--- config.mk ---
export PLATFORM = sky130hd
export DESIGN_NAME = mult_share_arbiter
export DESIGN_NICKNAME = d
export VERILOG_FILES = /design/src/rtl/mult_share_arbiter.sv
export SDC_FILE = /design/constraint.sdc
export NUM_CORES = 1
export LEC_CHECK = 0
export CAP_MARGIN = 30
export CORE_MARGIN = 2
export CORE_UTILIZATION = 35
export DETAILED_ROUTE_END_ITERATION = 12
export GPL_TIMING_DRIVEN = 0
export PLACE_DENSITY = 0.67
export SLEW_MARGIN = 20
export SYNTH_ARGS = -nofsm -noshare
export SYNTH_HDL_FRONTEND = slang
export SYNTH_SLANG_ARGS = --single-unit
--- constraint.sdc ---
create_clock -name clk_i -period 2.75 [get_ports clk_i]
set_clock_uncertainty 0.05 [all_clocks]
set_input_delay 0.55 -clock clk_i [delete_from_list [all_inputs] [get_ports clk_i]]
set_output_delay 0.55 -clock clk_i [all_outputs]
set_load 0.02 [all_outputs]
--- src/rtl/mult_share_arbiter.sv ---
// ============================================================================
// Module   : mult_share_arbiter
// Purpose  : Round-robin sharing of one sequential multiplier between two
//            requesters; issues the operands, waits the fixed multiplier
//            latency and returns the product to the granted requester.
// Revision : 1.0
// ============================================================================
`default_nettype none

module mult_share_arbiter #(
   parameter int WIDTH        = 4,
   parameter int MULT_LATENCY = 5
) (
   input  logic               clk_i,
   input  logic               rst_i,
   input  logic               req0_i,
   input  logic [WIDTH-1:0]   a0_i,
   input  logic [WIDTH-1:0]   b0_i,
   output logic               ack0_o,
   output logic               res0_valid_o,
   output logic [2*WIDTH-1:0] res0_o,
   input  logic               req1_i,
   input  logic [WIDTH-1:0]   a1_i,
   input  logic [WIDTH-1:0]   b1_i,
   output logic               ack1_o,
   output logic               res1_valid_o,
   output logic [2*WIDTH-1:0] res1_o,
   output logic               mult_en_o,
   output logic [WIDTH-1:0]   mult_a_o,
   output logic [WIDTH-1:0]   mult_b_o,
   input  logic [2*WIDTH-1:0] mult_y_i,
   output logic               busy_o,
   output logic               grant_o,
   output logic [1:0]         fsm_state_o
);

   localparam logic [1:0] S_IDLE  = 2'd0;
   localparam logic [1:0] S_ISSUE = 2'd1;
   localparam logic [1:0] S_WAIT  = 2'd2;
   localparam logic [1:0] S_DONE  = 2'd3;

   localparam int              CNT_W     = $clog2(MULT_LATENCY + 1);
   localparam logic [CNT_W-1:0] c_CNT_LOAD = CNT_W'(MULT_LATENCY);
   localparam logic [CNT_W-1:0] c_CNT_ONE  = CNT_W'(1);

   logic [1:0]         r_state;
   logic [CNT_W-1:0]   r_cnt;
   logic               r_grant;
   logic               r_last_grant;
   logic [WIDTH-1:0]   r_mult_a;
   logic [WIDTH-1:0]   r_mult_b;
   logic [2*WIDTH-1:0] r_res0;
   logic [2*WIDTH-1:0] r_res1;
   logic               w_winner;

   // A lone request always wins; a tie goes to whoever was not served last.
   always_comb begin
      w_winner = req1_i;
      if (req0_i && req1_i) begin
         w_winner = ~r_last_grant;
      end
   end

   always_ff @(posedge clk_i) begin
      if (rst_i) begin
         r_state      <= S_IDLE;
         r_cnt        <= '0;
         r_grant      <= 1'b0;
         r_last_grant <= 1'b1;
         r_mult_a     <= '0;
         r_mult_b     <= '0;
         r_res0       <= '0;
         r_res1       <= '0;
      end else begin
         case (r_state)
            S_IDLE: begin
               if (req0_i || req1_i) begin
                  r_grant  <= w_winner;
                  r_mult_a <= w_winner ? a1_i : a0_i;
                  r_mult_b <= w_winner ? b1_i : b0_i;
                  r_state  <= S_ISSUE;
               end
            end
            S_ISSUE: begin
               r_cnt   <= c_CNT_LOAD;
               r_state <= S_WAIT;
            end
            S_WAIT: begin
               r_cnt <= r_cnt - c_CNT_ONE;
               if (r_cnt == c_CNT_ONE) begin
                  if (r_grant) begin
                     r_res1 <= mult_y_i;
                  end else begin
                     r_res0 <= mult_y_i;
                  end
                  r_state <= S_DONE;
               end
            end
            S_DONE: begin
               r_last_grant <= r_grant;
               r_state      <= S_IDLE;
            end
            default: begin
               r_state <= S_IDLE;
            end
         endcase
      end
   end

   // Every output is a register or a decode of the state register.
   assign ack0_o       = (r_state == S_ISSUE) && !r_grant;
   assign ack1_o       = (r_state == S_ISSUE) &&  r_grant;
   assign res0_valid_o = (r_state == S_DONE)  && !r_grant;
   assign res1_valid_o = (r_state == S_DONE)  &&  r_grant;
   assign mult_en_o    = (r_state == S_ISSUE);
   assign busy_o       = (r_state != S_IDLE);
   assign fsm_state_o  = r_state;
   assign grant_o      = r_grant;
   assign mult_a_o     = r_mult_a;
   assign mult_b_o     = r_mult_b;
   assign res0_o       = r_res0;
   assign res1_o       = r_res1;

endmodule

`default_nettype wire

### Word-level counts from Yosys, hierarchy flattened

Cells that the tools add are included.

* add/sub/neg operators: 1
* equality and inequality tests: 6
* multiplexer cells: 7
* bitwise operators: 2
* reductions and logical operators: 14

Operators with widths (count)
* 2-to-1 mux 4 bit: 2
* one-hot mux 2 bit (4 select lines): 1
* one-hot mux 3 bit (2 select lines): 1
* AND reduction 3 bit: 2
* logical AND 1 bit: 5
* == test 2 bit (second input constant): 2
* 2-to-1 mux 2 bit: 2
* != test 2 bit (second input constant): 2
* AND reduction 2 bit: 2
* nonzero test 2 bit: 2
* == test 3 x 1 -> 1 bit (second input constant): 1
* subtractor 3 x 1 -> 3 bit (second input constant): 1
* == test 2 x 1 -> 1 bit (second input constant): 1
* logical NOT 2 bit: 1
* inverter 1 bit: 2
* logical NOT 1 bit: 1
* logical OR 1 bit: 1
* 2-to-1 mux 1 bit: 1

* flip-flop bits (word level): 31
* input bits: 28
* output and inout bits: 33
* word-level logic and storage cells: 38

### Longest topological paths before layout

Gate-level depths: netlist (run 1).

* depth after elaboration: 3
* gate-level depth with buffers: 6
* depth with buffers taken out: 5

### Worst setup path after synthesis (run 1)

OpenSTA, ideal clock, no wires.

* path kind: reg-to-output
* from: reg r_state[0] (netlist: fsm_state_o[0])
* to: out ack0_o
* data arrival time: 1.192 ns
* required time: 2.150 ns
* slack: 0.958 ns
* cell stages (with the launch flop): 3
* path through: dfxtp_1 -> ha_1 -> nor2b_1

* word-level cells in the longest chain between the ends: 2

Ends and longest elaborated chain
* start, declared: RTL line 46 `logic [1:0] r_state;`
* start signal, assigned: RTL line 66 `r_state <= S_IDLE;`
* start signal, assigned: RTL line 81 `r_state <= S_ISSUE;`
* start signal, assigned: RTL line 86 `r_state <= S_WAIT;`
* == test 2 x 1 -> 1 bit
* via mult_en_o: RTL line 28 `output logic mult_en_o,`
* logical AND 1 bit: RTL line 111 `assign ack0_o = (r_state == S_ISSUE) && !r_grant;`
* end, declared: RTL line 19 `output logic ack0_o,`

The timed path passes the listed nets, and every way through them passes these cells.

### Worst setup path in the final report (run 1)

* from: reg r_state[1] (netlist: fsm_state_o[1])
* to: out busy_o

* word-level cells in the longest chain between the ends: 1

Ends and longest elaborated chain
* nonzero test 2 bit: RTL line 116 `assign busy_o = (r_state != S_IDLE);`
* end, declared: RTL line 32 `output logic busy_o,`

Every way passes these cells.

==> results by group, run 1 <==
Global routing
  • GR Overflow Total: 0
  • Global-route wire length before repair: 5340 um
  • Global routing usage summed across all routing layers: 15.6%
  • Antenna violations before repair: 0
  • Number of global-route vias before repair: 1219
  • Pin count of the biggest net entering global routing: 11

STA
  • Final setup TNS: 0 ns
  • RSZ-0062 raised after global routing: no
  • Maximum clock frequency: 0.423 GHz
  • Headroom to the max-slew limit: 61.8%
  • Number of max-slew violations in the final report: 0
  • Min Clock Period, post-route: ~2.4 ns
  • Slew at the pin with the worst max-slew slack: 0.573 ns
  • Final setup violation count: 0
  • Number of hold-slack violations in the final timing report: 0
  • Period utilisation layout: 86.0%

Clock network
  • Maximum root-to-sink buffer count: 2
  • Clock transition time at the flip-flop clock pins of the worst setup and hold paths: 0.06 ns
  • Clock sinks: 31
  • Worst-skew pair later-pin latency: between 0.2 and 0.3 ns
  • Total setup buffers inserted after CTS: 0
  • Number of hold buffers added after CTS: 0
  • CTS tree: yes
  • Number of buffers created by CTS: 5
  • H-tree lvl count: 2
  • Number of gates given a new drive strength after cts: 0
  • Cell at the root of the clock tree: sky130_fd_sc_hd__clkbuf_8

Synthesis
  • Proportion of synthesized chip area in sequential cells: 42.5%
  • Flop and latch count out of synthesis: 31
  • Post-synth net total: 193
  • Post-synth cell types: 29
  • Top cell type by total area after synthesis: sky130_fd_sc_hd__dfxtp_1
  • Synthesized cell area: 0.00146 sq mm
  • Average cell area after synthesis: 9.30 sq um
  • Largest cells by area after synthesis: sky130_fd_sc_hd__dfxtp_1 43%, sky130_fd_sc_hd__nand2_1 8.7%, sky130_fd_sc_hd__a311oi_2 8.2%
  • Yosys warnings: 0
  • Synthesized netlist cell count: 157
  • Area share of the largest cell type after synthesis: 42.5%

Power
  • Total chip power: 1.73 mW
  • Combinational group share of total power: 42.7%
  • Sw frac: 34.8%
  • P_int: 1.13 mW
  • Static power due to leakage: 0.837 nW
  • Sequential cell fraction of total power: roughly a third
  • Worst voltage drop across the vdd grid: 0.400 mV
  • Sw power: between 0.6 and 0.7 mW
  • PwrDens: 776 mW/mm^2
  • Share of total power in the clock network: 22.8%

Routing
  • DR vias: 1303
  • TritonRoute pass-1 iters: 4
  • Number of design-rule violations left by the first detailed-router iteration: 50
  • Total routed wirelength: roughly 3400 um
  • Drt via density: 4.74
  • Average wire length per cell after detail routing: around 12 um
  • Number of design rule violations left after detail routing: 0
  • Antenna viol nets, final: 0

Floorplanning
  • Floorplan die width: 68.6 um
  • Die outline area: 0.00470 sq mm
  • Initial core utilization: between 30% and 40%
  • Core area: 0.00400 sq mm
  • Number of placement rows: 23
  • I/O pin count: 61
  • Chip Height: 68.6 um

Critical path
  • Crit path arrival time: between 1.5 and 2 ns
  • Capturing element type of the critical path: output pin
  • Critical Path RT: 2.15 ns
  • Critical Path Start Type: register
  • CP max FO: 6
  • Critical setup path kind: reg -> out

Run
  • Max-Cap Viols: 0

Finish
  • Fraction of layout instances using a drive strength above 1: between 10% and 20%
  • Area delta synth->final: 52.3%
  • Design Area, Final: 0.00222 sq mm
  • Number of antenna cells inserted: 0
  • Number of nets in the layout: between 200 and 300

Place
  • Half-perimeter wire length after detailed placement: 2440 um
  • Buffers on Ports: 60
  • Placed Instance Area: 0.00212 sq mm
  • Final RePlAce weighted congestion: 0.753

Hold path
  • Worst hold path type: reg -> reg

Status
  • Run status: completed
[final timing paths]
kind	start	endpoint	slack [ns]	cells past startpoint
worst min-delay path	res1_o[5]	res1_o[5]	0.40	2
worst max-delay path	fsm_state_o[1]	busy_o	0.39	4
worst min register to register	res1_o[5]	res1_o[5]	0.40	2
worst max register to register	fsm_state_o[0]	res0_o[7]	1.15	6
[Yosys cell counts]
master	n
sky130_fd_sc_hd__a211o_1	1
sky130_fd_sc_hd__a21bo_1	1
sky130_fd_sc_hd__a21boi_4	1
sky130_fd_sc_hd__a21oi_1	10
sky130_fd_sc_hd__a22oi_1	1
sky130_fd_sc_hd__a311oi_2	8
sky130_fd_sc_hd__a41o_1	1
sky130_fd_sc_hd__and2_1	2
sky130_fd_sc_hd__and4b_1	1
sky130_fd_sc_hd__and4bb_1	1
sky130_fd_sc_hd__buf_12	1
sky130_fd_sc_hd__buf_2	2
sky130_fd_sc_hd__buf_4	2
sky130_fd_sc_hd__clkbuf_1	2
sky130_fd_sc_hd__dfxtp_1	31
sky130_fd_sc_hd__ha_1	8
sky130_fd_sc_hd__inv_1	6
sky130_fd_sc_hd__mux2i_1	10
sky130_fd_sc_hd__nand2_1	34
sky130_fd_sc_hd__nand2b_1	5
sky130_fd_sc_hd__nand3_1	1
sky130_fd_sc_hd__nand4b_1	1
sky130_fd_sc_hd__nor2_1	18
sky130_fd_sc_hd__nor2_2	2
sky130_fd_sc_hd__nor2b_1	2
sky130_fd_sc_hd__o21a_4	1
sky130_fd_sc_hd__o21ai_0	2
sky130_fd_sc_hd__o21bai_1	1
sky130_fd_sc_hd__o22ai_1	1
[per-layer routing]
| layer | part of all wire [%] | GRT usage, % | up-vias |
|---|---|---|---|
| li1 | - | - | 668 |
| met1 | 45 | 18.9 | 574 |
| met2 | 42 | 23.6 | 54 |
| met3 | 11 | 5.52 | 7 |
| met4 | 2.2 | 9.75 | 0 |
| met5 | 0 | 0 | - |
[cell families after synthesis]
group,Yosys count,synth area share (%)
multiplexers,10,6.86
AND/OR/NAND/NOR,67,20.6
flip-flops,31,42.5
adder cells (fa/ha/maj),8,6.86
AO/OA/AOI/OAI,28,18.1
buffers and inverters,13,5.14
[critical path, cell delays in order, from the launching register on]
cell                              delay, ns
sky130_fd_sc_hd__dfxtp_1               0.43
sky130_fd_sc_hd__inv_1                 0.11
sky130_fd_sc_hd__ha_1                  0.24
sky130_fd_sc_hd__inv_1                 0.08
sky130_fd_sc_hd__clkdlybuf4s50_1       0.61
[registers in the layout (all words and copies together) (netlist names)]
name / count
r_cnt: 3
grant_o: 1
res1_o: 8
mult_b_o: 4
res0_o: 8
fsm_state_o: 2
r_last_grant: 1
mult_a_o: 4
[power by group through the flow]
stage | clock [mW] | sequential (mW) | combinational (mW)
3_5_place_dp | 0 | 0.608 | 0.741
6_report | 0.393 | 0.596 | 0.736
3_3_place_gp | 0 | 0.606 | 0.737
5_1_grt | 0.417 | 0.610 | 0.799
2_1_floorplan | 0 | 0.677 | 0.382
4_1_cts | 0.405 | 0.598 | 0.746
[through the flow]
step,util (%),setup slack [ns],std cells,hold slack (ns)
global route,55.6,0.269,275,0.421
floorplan,-,0.958,157,0.441
finish,55.6,0.385,275,0.403
detailed placement,53.1,0.688,267,0.397
CTS,55.6,0.366,275,0.405
global placement,53.1,0.679,267,0.393
[final cells by class]
type,instances,area [sq um]
repair buffers,60,601
clock buffers,8,100
plain buffers,7,52.6
flip-flops and latches,31,621
multi-input cells,113,764
fillers,400,1780
inverters,6,22.5
well taps,50,62.6
[cell usage in the layout (no fill, tap or decap), drive strengths merged, types with 2 or more instances in the layout]
master         netlist  routed
and2                 2       2
dfxtp               31      31
clkbuf               2      10
nand2b               5       5
ha                   8       8
inv                  6       6
nor2b                2       2
mux2i               10      10
nor2                20      20
o21ai                2       2
clkdlybuf4s50        0      60
nand2               34      34
buf                  5       5
a311oi               8       8
a21oi               10      10
Note: power is estimated with default switching activity, not from simulation.
==> run 2, diff against run 1 <==
--- a/config.mk
+++ b/config.mk
@@ -9,7 +9,7 @@
 export CORE_MARGIN = 2
 export CORE_UTILIZATION = 35
 export DETAILED_ROUTE_END_ITERATION = 12
-export GPL_TIMING_DRIVEN = 0
+export GPL_ROUTABILITY_DRIVEN = 1
 export PLACE_DENSITY = 0.67
 export SLEW_MARGIN = 20
 export SYNTH_ARGS = -nofsm -noshare
==> run 2 against run 1 <==
  * Register-to-register slack lost 0.22 ns
  * Utilization shrank 0.94 points
  * Final cell count shrank 1.8%
  * Largest cell class unchanged
  * Largest power group unchanged
==> results by group, run 2 (same netlist as run 1, synthesis figures left out) <==
STA
  • Number of hold-slack violations in the final timing report: 0 (unchanged)
  • Number of max-slew violations in the final report: 0 (unchanged)
  • Final setup violation count: 0 (unchanged)
  • Slew at the pin with the worst max-slew slack: 0.686 ns (+0.113 ns)
  • Final Worst Setup Slack: 0.381 ns (-0.00401 ns)
  • Min Clock Period, post-route: 2.37 ns (+0.00401 ns)
  • RSZ-0062 raised after global routing: no
  • Headroom to the max-slew limit: 54.1% (-7.7 points)
  • Final setup TNS: 0 ns (unchanged)
  • Maximum clock frequency: 0.422 GHz (-0.17%)
  • Period utilisation layout: 86.1% (+0.15 points)

Finish
  • Storage element area: 621 sq um (unchanged)
  • Commonest cells after routing, fill and taps aside: 60 x sky130_fd_sc_hd__clkdlybuf4s50_1, 34 x sky130_fd_sc_hd__nand2_1, 31 x sky130_fd_sc_hd__dfxtp_1
  • Leading cell type in the layout, fill and taps excluded: sky130_fd_sc_hd__clkdlybuf4s50_1
  • Number of fill cells in the layout: 404 (+1.0%)
  • Area delta synth->final: 49.7%
  • Area occupied by multi-input gates: 764 sq um (unchanged)
  • Utilization after layout: 54.6% (-0.94 points)
  • Number of nets in the layout: 255 (-1.9%)
  • Fraction of layout instances using a drive strength above 1: 9.55% (-1.1 points)
  • Number of antenna cells inserted: 0 (unchanged)

Place
  • Half-perimeter wire length after detailed placement: 2350 um (-3.5%)
  • Final RePlAce weighted congestion: 0.677 (-10%)
  • Minimum setup slack after placement: 0.688 ns (-0.000189 ns)
  • Buffers on Ports: 60 (unchanged)

Floorplanning
  • Core area: 0.00400 sq mm (unchanged)
  • Die outline area: 0.00470 sq mm (unchanged)
  • Number of placement rows: 23 (unchanged)
  • Initial core utilization: 36.5% (unchanged)
  • I/O pin count: 61 (unchanged)
  • Chip Height: 68.6 um (unchanged)
  • Floorplan die width: 68.6 um (unchanged)

Routing
  • Number of design-rule violations left by the first detailed-router iteration: 45 (-10%)
  • Antenna viol nets, final: 0 (unchanged)
  • DR vias: 1260 (-3.3%)
  • Number of design rule violations left after detail routing: 0 (unchanged)
  • Total routed wirelength: 3280 um (-3.0%)
  • Average wire length per cell after detail routing: 12.2 um (-1.2%)
  • Drt via density: 4.67 (-1.5%)
  • TritonRoute pass-1 iters: 6 (+2)

Global routing
  • Antenna violations before repair: 0 (unchanged)
  • Number of global-route vias before repair: 1139 (-6.6%)
  • GR Overflow Total: 0 (unchanged)
  • Global-route wire length before repair: 5070 um (-5.0%)
  • Pin count of the biggest net entering global routing: 20 (+9)
  • Global routing usage summed across all routing layers: 14.9% (-0.79 points)

Power
  • Total chip power: 1.68 mW (-2.5%)
  • PwrDens: 770 mW/mm^2 (-0.79%)
  • Worst voltage drop across the vdd grid: 0.438 mV (+9.5%)
  • Static power due to leakage: 0.815 nW (-2.6%)

Critical path
  • Worst setup path endpoint: busy_o
  • Setup crit start: fsm_state_o[0]
  • Capturing element type of the critical path: output pin
  • Register-to-Register Setup Slack: 0.93 ns (-0.22 ns)
  • Crit path arrival time: 1.77 ns (about the same)
  • Terminus of the critical flop-to-flop path: res0_o[1]
  • Beginning of the worst register-to-register path: fsm_state_o[0]
  • CP max FO: 5 (-1)
  • Critical Path Start Type: register
  • Critical setup path kind: reg -> out
  • Critical Path RT: 2.15 ns (about the same)
  • Number of cells on the worst reg-to-reg path: 5 (-1)

Run
  • Max-Cap Viols: 0 (unchanged)

Clock network
  • H-tree lvl count: 2 (unchanged)
  • Clock sinks: 31 (unchanged)
  • Total setup buffers inserted after CTS: 0 (unchanged)
  • Worst-skew pair later-pin latency: 0.28 ns (about the same)
  • Number of buffers created by CTS: 5 (unchanged)
  • Number of hold buffers added after CTS: 0 (unchanged)
  • Maximum root-to-sink buffer count: 2 (unchanged)
  • Cell at the root of the clock tree: sky130_fd_sc_hd__clkbuf_8
  • Number of gates given a new drive strength after cts: 0 (unchanged)
  • Clock transition time at the flip-flop clock pins of the worst setup and hold paths: 0.06 ns (about the same)
  • CTS tree: yes

Hold path
  • Worst hold path type: reg -> reg
  • Worst hold stages: 2 (unchanged)

Status
  • Run status: completed
[run 2: changes by cell type in the layout (fill, tap and decap cells not counted), sizes merged]
cell / before / now
buf: 5 / 2
clkbuf: 10 / 8
[run 2: worst min-delay path by stage]
stage | slack, ns | start | end
2_1_floorplan | 0.44 | r_cnt[2] | r_cnt[2]
3_3_place_gp | 0.39 | res1_o[4] | res1_o[4]
3_5_place_dp | 0.40 | res1_o[1] | res1_o[1]
4_1_cts | 0.41 | res1_o[1] | res1_o[1]
5_1_grt | 0.43 | res1_o[2] | res1_o[2]
6_report | 0.41 | res1_o[1] | res1_o[1]
[run 2: layout make-up]
cell class | instances | area share, %
multi-input combinational | 113 | 35.0
sequential | 31 | 28.4
timing repair buffer | 62 | 28.2
clock buffer | 8 | 4.58
tap | 50 | 2.86
inverter | 6 | 1.03
[run 2: metal layers]
metal / part of all wire [%] / wire length [um] / global-route usage (%)
met5: 0 / 0 / 0
met2: 40 / 1310 / 22.1
met4: 1.7 / 57 / 8.25
met1: 48 / 1580 / 17.9
met3: 10 / 331 / 6.33
[run 2: critical path: stages, from the launching register on]
cell and delay [ns]:
sky130_fd_sc_hd__dfxtp_1 0.41, sky130_fd_sc_hd__inv_1 0.12, sky130_fd_sc_hd__ha_1 0.26, sky130_fd_sc_hd__inv_1 0.09
sky130_fd_sc_hd__clkdlybuf4s50_1 0.61
[run 2: through the flow]
| stage | std cells | hold WS (ns) | instance area (sq um) |
|---|---|---|---|
| 6_report | 270 | 0.405 | 2190 |
| 5_1_grt | 270 | 0.430 | 2190 |
| 4_1_cts | 270 | 0.407 | 2190 |
| 3_5_place_dp | 262 | 0.398 | 2090 |
| 3_3_place_gp | 262 | 0.394 | 2090 |
| 2_1_floorplan | 157 | 0.441 | 1460 |
[run 2: power by group]
part	switching [mW]	leakage, nW	internal [mW]	total [mW]
Combinational	0.361	0.511	0.337	0.698
Clock	0.160	0.0515	0.228	0.389
Sequential	0.0645	0.253	0.532	0.597
